$ cat src/rtl/pwm_motor_pkg.sv
// Shared types and constants for the multi-channel motor PWM controller.
package pwm_motor_pkg;

  typedef enum logic [1:0] {
    IDLE      = 2'd0,
    RAMP_UP   = 2'd1,
    RUN       = 2'd2,
    RAMP_DOWN = 2'd3
  } ch_state_e;

  // Bit positions of the board keys on the KEY bus.
  localparam int K_INC   = 0;
  localparam int K_DEC   = 1;
  localparam int K_START = 2;
  localparam int K_STOP  = 3;

endpackage

$ cat src/rtl/key_debounce.sv
// Single-key debouncer: 2-flop synchroniser, stable-level counter and a
// one-cycle pulse when an accepted transition lands on the pressed (low) level.
module key_debounce #(
  parameter int DEBOUNCE_CYC = 500000
) (
  input  logic clk,
  input  logic rst,
  input  logic key,
  output logic press
);

  localparam int CNT_W = (DEBOUNCE_CYC > 1) ? $clog2(DEBOUNCE_CYC) : 1;
  localparam logic [CNT_W-1:0] CNT_LAST = CNT_W'(DEBOUNCE_CYC - 1);

  logic             sync_p0;
  logic             sync_p1;
  logic             level;
  logic [CNT_W-1:0] stable_cnt;

  // Bring the asynchronous key into the clock domain; idle level is released (1).
  always_ff @(posedge clk or negedge rst) begin
    if (!rst) begin
      sync_p0 <= 1'b1;
      sync_p1 <= 1'b1;
    end else begin
      sync_p0 <= key;
      sync_p1 <= sync_p0;
    end
  end

  // Accept a new level only after it differs from the debounced one for DEBOUNCE_CYC cycles.
  always_ff @(posedge clk or negedge rst) begin
    if (!rst) begin
      level      <= 1'b1;
      stable_cnt <= '0;
      press      <= 1'b0;
    end else begin
      press <= 1'b0;
      if (sync_p1 != level) begin
        if (stable_cnt == CNT_LAST) begin
          level      <= sync_p1;
          stable_cnt <= '0;
          press      <= ~sync_p1;
        end else begin
          stable_cnt <= stable_cnt + CNT_W'(1);
        end
      end else begin
        stable_cnt <= '0;
      end
    end
  end

endmodule

$ cat src/rtl/pwm_motor_ctrl.sv
// N-channel motor PWM controller: debounced keys steer setpoint changes and
// start/stop to one channel; each channel soft-ramps its applied duty toward
// its setpoint and drives a period-aligned PWM output.
module pwm_motor_ctrl
  import pwm_motor_pkg::*;
#(
  parameter int  N_CH         = 2,
  parameter int  DUTY_W       = 8,
  parameter int  STEP         = 16,
  parameter int  DUTY_INIT    = 128,
  parameter int  DEBOUNCE_CYC = 500000,
  parameter int  RAMP_DIV     = 50000,
  parameter int  PRESC        = 1,
  localparam int SEL_W        = (N_CH > 1) ? $clog2(N_CH) : 1
) (
  input  logic              clk,
  input  logic              rst,
  input  logic [3:0]        KEY,
  input  logic [SEL_W-1:0]  ch_sel,
  output logic [N_CH-1:0]   pwm_out,
  output logic [N_CH-1:0]   running,
  output logic [DUTY_W-1:0] duty_sel
);

  localparam int DW1     = DUTY_W + 1;
  localparam int RAMP_W  = (RAMP_DIV > 1) ? $clog2(RAMP_DIV) : 1;
  localparam int PRESC_W = (PRESC > 1) ? $clog2(PRESC) : 1;

  localparam logic [DUTY_W-1:0]  MAX_V      = '1;
  localparam logic [DUTY_W-1:0]  CNT_LAST   = MAX_V - DUTY_W'(1);
  localparam logic [DUTY_W-1:0]  SP_INIT    = DUTY_W'(DUTY_INIT);
  localparam logic [RAMP_W-1:0]  RAMP_LAST  = RAMP_W'(RAMP_DIV - 1);
  localparam logic [PRESC_W-1:0] PRESC_LAST = PRESC_W'(PRESC - 1);

  // Setpoint + STEP, clamped at full scale.
  function automatic logic [DUTY_W-1:0] sat_inc(input logic [DUTY_W-1:0] v);
    logic [DW1-1:0] s;
    s = {1'b0, v} + DW1'(STEP);
    sat_inc = (s > {1'b0, MAX_V}) ? MAX_V : s[DUTY_W-1:0];
  endfunction

  // Setpoint - STEP, clamped at zero (sign bit of the widened difference).
  function automatic logic [DUTY_W-1:0] sat_dec(input logic [DUTY_W-1:0] v);
    logic signed [DW1-1:0] s;
    s = $signed({1'b0, v}) - $signed(DW1'(STEP));
    sat_dec = s[DW1-1] ? '0 : s[DUTY_W-1:0];
  endfunction

  logic [3:0] press;
  logic       ev_inc, ev_dec, ev_start, ev_stop;
  logic       sel_ok;

  for (genvar k = 0; k < 4; k++) begin : g_key
    key_debounce #(
      .DEBOUNCE_CYC(DEBOUNCE_CYC)
    ) u_deb (
      .clk  (clk),
      .rst  (rst),
      .key  (KEY[k]),
      .press(press[k])
    );
  end

  // At most one event per cycle: stop beats start beats increase beats decrease.
  always_comb begin
    ev_stop  = press[K_STOP];
    ev_start = press[K_START] & ~press[K_STOP];
    ev_inc   = press[K_INC] & ~press[K_START] & ~press[K_STOP];
    ev_dec   = press[K_DEC] & ~press[K_INC] & ~press[K_START] & ~press[K_STOP];
  end

  assign sel_ok = (int'(ch_sel) < N_CH);

  logic [RAMP_W-1:0]  ramp_cnt;
  logic [PRESC_W-1:0] presc_cnt;
  logic [DUTY_W-1:0]  pwm_cnt;
  logic               ramp_tick;
  logic               pwm_tick;
  logic               period_start;

  assign ramp_tick    = (ramp_cnt == RAMP_LAST);
  assign pwm_tick     = (presc_cnt == PRESC_LAST);
  assign period_start = pwm_tick && (pwm_cnt == '0);

  // Shared timebases: ramp divider, PWM prescaler and PWM period counter.
  always_ff @(posedge clk or negedge rst) begin
    if (!rst) begin
      ramp_cnt  <= '0;
      presc_cnt <= '0;
      pwm_cnt   <= '0;
    end else begin
      ramp_cnt  <= ramp_tick ? '0 : ramp_cnt + RAMP_W'(1);
      presc_cnt <= pwm_tick ? '0 : presc_cnt + PRESC_W'(1);
      if (pwm_tick) begin
        pwm_cnt <= (pwm_cnt == CNT_LAST) ? '0 : pwm_cnt + DUTY_W'(1);
      end
    end
  end

  logic [DUTY_W-1:0] applied_all [N_CH];

  for (genvar c = 0; c < N_CH; c++) begin : g_ch
    ch_state_e         state, state_nxt;
    logic [DUTY_W-1:0] sp;
    logic [DUTY_W-1:0] applied;
    logic [DUTY_W-1:0] duty_q;
    logic              pwm_q;
    logic              hit;
    logic              ch_inc, ch_dec, ch_start, ch_stop;
    logic              step_up, step_dn;

    assign hit      = sel_ok && (int'(ch_sel) == c);
    assign ch_inc   = hit && ev_inc;
    assign ch_dec   = hit && ev_dec;
    assign ch_start = hit && ev_start;
    assign ch_stop  = hit && ev_stop;

    // Channel state register.
    always_ff @(posedge clk or negedge rst) begin
      if (!rst) begin
        state <= IDLE;
      end else begin
        state <= state_nxt;
      end
    end

    // Next state; RAMP_UP uses >= so a setpoint lowered mid-ramp still hands over to RUN.
    always_comb begin
      state_nxt = state;
      unique case (state)
        IDLE:      if (ch_start) state_nxt = RAMP_UP;
        RAMP_UP:   if (ch_stop) state_nxt = RAMP_DOWN;
                   else if (applied >= sp) state_nxt = RUN;
        RUN:       if (ch_stop) state_nxt = RAMP_DOWN;
        RAMP_DOWN: if (ch_start) state_nxt = RAMP_UP;
                   else if (applied == '0) state_nxt = IDLE;
        default:   state_nxt = IDLE;
      endcase
    end

    // Ramp direction for the applied duty in each state.
    always_comb begin
      step_up = 1'b0;
      step_dn = 1'b0;
      unique case (state)
        RAMP_UP:   step_up = ramp_tick && (applied < sp);
        RUN: begin
          step_up = ramp_tick && (applied < sp);
          step_dn = ramp_tick && (applied > sp);
        end
        RAMP_DOWN: step_dn = ramp_tick && (applied != '0);
        default: ;
      endcase
    end

    // Setpoint, applied duty and period-aligned duty latch.
    always_ff @(posedge clk or negedge rst) begin
      if (!rst) begin
        sp      <= SP_INIT;
        applied <= '0;
        duty_q  <= '0;
      end else begin
        if (ch_inc) begin
          sp <= sat_inc(sp);
        end else if (ch_dec) begin
          sp <= sat_dec(sp);
        end
        if (step_up) begin
          applied <= applied + DUTY_W'(1);
        end else if (step_dn) begin
          applied <= applied - DUTY_W'(1);
        end
        if (period_start) begin
          duty_q <= applied;
        end
      end
    end

    // Registered PWM compare, held low while the channel is idle.
    always_ff @(posedge clk or negedge rst) begin
      if (!rst) begin
        pwm_q <= 1'b0;
      end else begin
        pwm_q <= (state != IDLE) && (duty_q > pwm_cnt);
      end
    end

    assign pwm_out[c]     = pwm_q;
    assign running[c]     = (state != IDLE);
    assign applied_all[c] = applied;
  end

  // Display mux of the selected channel's applied duty; out-of-range selects read 0.
  always_comb begin
    duty_sel = '0;
    for (int i = 0; i < N_CH; i++) begin
      if (int'(ch_sel) == i) duty_sel = applied_all[i];
    end
  end

endmodule

$ cat config.mk
export PLATFORM = sky130hd
export DESIGN_NAME = pwm_motor_ctrl
export DESIGN_NICKNAME = d
export VERILOG_FILES = /design/src/rtl/pwm_motor_pkg.sv /design/src/rtl/key_debounce.sv /design/src/rtl/pwm_motor_ctrl.sv
export SDC_FILE = /design/constraint.sdc
export NUM_CORES = 1
export LEC_CHECK = 0
export ABC_AREA = 1
export CAP_MARGIN = 10
export CORE_MARGIN = 4
export CORE_UTILIZATION = 46
export CTS_CLUSTER_SIZE = 14
export DETAILED_ROUTE_END_ITERATION = 8
export GPL_ROUTABILITY_DRIVEN = 1
export PLACE_DENSITY = 0.71
export SYNTH_ARGS = -nofsm -noshare
export SYNTH_HDL_FRONTEND = slang
export SYNTH_SLANG_ARGS = --single-unit
$ cat constraint.sdc
create_clock -name clk -period 3.1 [get_ports clk]
set_input_delay 0.465 -clock clk [delete_from_list [all_inputs] [get_ports clk]]
set_output_delay 0.465 -clock clk [all_outputs]
set_load 0.05 [all_outputs]
==> flow_summary.ini <==
[clocking]
cts_buffers = 17
cts_root_buffer = clkbuf_16
clk_latency_ps = 430
cts_buffer_depth = 2
cts_tree = built
path_clk_slew_ps = 70
clkSinkCount = 164
htree_num_levels = 4

[min_path]
holdCritPathClass = input pin to async pin

[global_route]
antenna_found_initial = 0
grt_pass1_wl_um = 36300
first_global_vias = 7796
groute.usage.overall = 0.181
grt_max_degree = 75
overflow = 0

[pwr]
switching_power_uw = 964
pwr-share-clk = 0.500
p_leak_uw = 0.00521
sequentialPowerShare = 0.476
switching_share = 0.210
p_per_area_nw_per_um2 = 414
pwr-share-comb = 0.024
ir_drop_mv = 0.309
finalPower_uw = 4590
power.internal_uw = 3620

[timing]
fin_ws_ps = 219
max_freq_mhz = 347
tightestPinTransition_ps = 724
fin_worst_skew_ps = 11.4
setup_viol = 0
slew_headroom = 0.513
rsz0062_at_grt = yes
maxSlewViolCount = 0
layout_min_cycle_time_ps = 2880
hold_violations = 15
hold-worst-slack_ps = -7.91
finalCritPeriodShare = 0.929

[worst_setup_path]
crit_path_start_kind = flop
worst_setup_path_end_kind = flop
r2r_start = g_ch[1].sp[7]
crit_fanout = 5
crit_arrival_ps = 3210
startpoint = g_ch[1].sp[7]
required_ps = 3430
crit_type = flop to flop

[route]
wire_per_inst_um = 13.5
totalWireLength_um = 20700
vias = 8041
avgViaCountPerCell = 5.22
drc = 0
first_pass_iters = 5
drt_iter0_drc = 554
ant_nets = 0

[floorplan]
initial_core_util = 0.467
io_pins = 19
fp.dieH_um = 154
die_x_um = 154
coreArea_um2 = 21000
die-area_um2 = 23800
fp-row-count = 53

[finish]
syn2layout_area_growth_pct = 12.7
fin_util = 0.527
mostFrequentLayoutCell = nand2_1
final_cells = 1539
fin_nets = 1327
diodes = 0
layout-drive-gt1-share = 0.100
final_area_um2 = 11100
most-common-layout-cells = nand2_1, inv_1, dfrtp_1

[placement]
place_ws_ps = 45.7
numPortBuffers = 18
dp.cells = 1501
place_area_um2 = 10300
place_congestion = 0.949
dp_hpwl_um = 15000

[synthesis]
syn_nets = 1287
synth_cell_types = 55
ys_seq_elements = 164
synth.top_cell.area_share = 0.382
yosys.area.top_type = dfrtp_1
synthFlopType = dfrtp_1
yosysWarnings = 0
synth-edff-count = 0
synth_cells = 1211
netlist_area_um2 = 9830
syn_area_per_cell_um2 = 8.11
synthArstFlopShare = 1.00
yosys-top-cells-area = dfrtp_1, nand2_1, ha_1
ys_seq_area_frac = 0.419

[outcome]
violations = hold timing
status = finished, violations left

[job]
maxCapViolCount = 0
-- logic make-up (layout without fill, tap and decap cells) --
kind of cell    count (synthesis)  in the layout  share of synthesized area
compound gates                179            179                      0.103
xor+xnor                       44             44                     0.0400
fa+ha+maj                      69             69                     0.0894
buf+inv                       191            243                     0.0756
flops                         164            164                      0.419
mux                             2              2                    0.00204
simple gates                  562            563                      0.270
-- area by class of cell --
class	count	area, um2
fill	1881	9940
multi-input combinational	857	5040
sequential	164	4120
inverter	180	676
clock buffer	23	448
tap	275	344
timing repair buffer	31	272
clock inverter	9	179
-- per-stage QoR --
stage | hold WS, ps | TNS [ps]
after floorplan | 169 | 0
after global placement | 347 | 0
after detailed placement | 350 | 0
after CTS | 6.02 | 0
after global routing | 46.9 | -191
final | -7.91 | 0
-- metal layers --
metal,part of all wire,track usage
met5,0,0
met4,0.016,0.0568
met3,0.040,0.0341
met2,0.46,0.294
met1,0.48,0.246
-- cells in the mapped netlist (all sizes together), types with 2 or more instances --
library cell	number
nand2	235
nor4	17
dfstp	14
nor3	33
o21ai	73
xor2	32
o21bai	4
dfrtp	150
a311oi	2
nand4	47
mux2i	2
nand3	74
a21o	3
clkbuf	6
nor3b	5
xnor2	12
nor2	130
nand3b	6
a211oi	10
and3	4
a31oi	7
a22oi	6
fa	2
a21oi	67
inv	180
or2	9
buf	5
ha	67
a2111oi	2
-- worst paths after layout --
check	cells after the start	slack, ps	end
setup / recovery	19	220	g_ch[1].applied[7]
hold / removal	1	-8	g_key[1].u_deb.stable_cnt[8]
setup reg to reg	19	220	g_ch[1].applied[7]
hold reg to reg	0	360	g_key[2].u_deb.sync_p1
max in group asynchronous	2	2220	ramp_cnt[9]
min in group clk	0	360	g_key[2].u_deb.sync_p1
-- critical path, stage by stage (launching register included) --
cell	delay (ps)
dfstp_2	550
inv_1	90
ha_1	310
nand2_1	60
nand2_1	40
inv_1	40
o21ai_1	80
a21oi_2	270
nand2_4	150
buf_4	180
ha_4	230
nand2_1	70
nand2_1	50
nand3_1	60
nand2_1	70
a21oi_2	180
buf_4	140
nand4_1	90
nand3_1	70
nand2_1	50
-- timing repair --
item / in CTS / in global routing
gates cloned: 0 / 1
setup endpoints to repair: 1 / 7
setup buffers: 0 / 5
hold buffers: 0 / 0
pin swaps: 1 / 2
gates resized for setup: 2 / 12
-- power by group through the flow --
stage / clock network (uW) / registers (uW) / logic [uW]
6_report: 2290 / 2180 / 108
5_1_grt: 2420 / 2190 / 129
4_1_cts: 2340 / 2180 / 114
3_5_place_dp: 0 / 2220 / 113
3_3_place_gp: 0 / 2220 / 111
2_1_floorplan: 0 / 2220 / 44.7
-- flip-flops by register name (all words and copies together) (netlist names) --
name / flops
ramp_cnt: 16
g_ch.sp: 10
g_ch.pwm_q: 2
g_key.u_deb.press: 4
g_key.u_deb.level: 4
g_ch.state: 4
g_ch.duty_q: 16
g_key.u_deb.sync_p1: 4
g_ch.applied: 16
pwm_cnt: 8
g_key.u_deb.sync_p0: 4
g_key.u_deb.stable_cnt: 76
(Power assumes the default switching activity.)
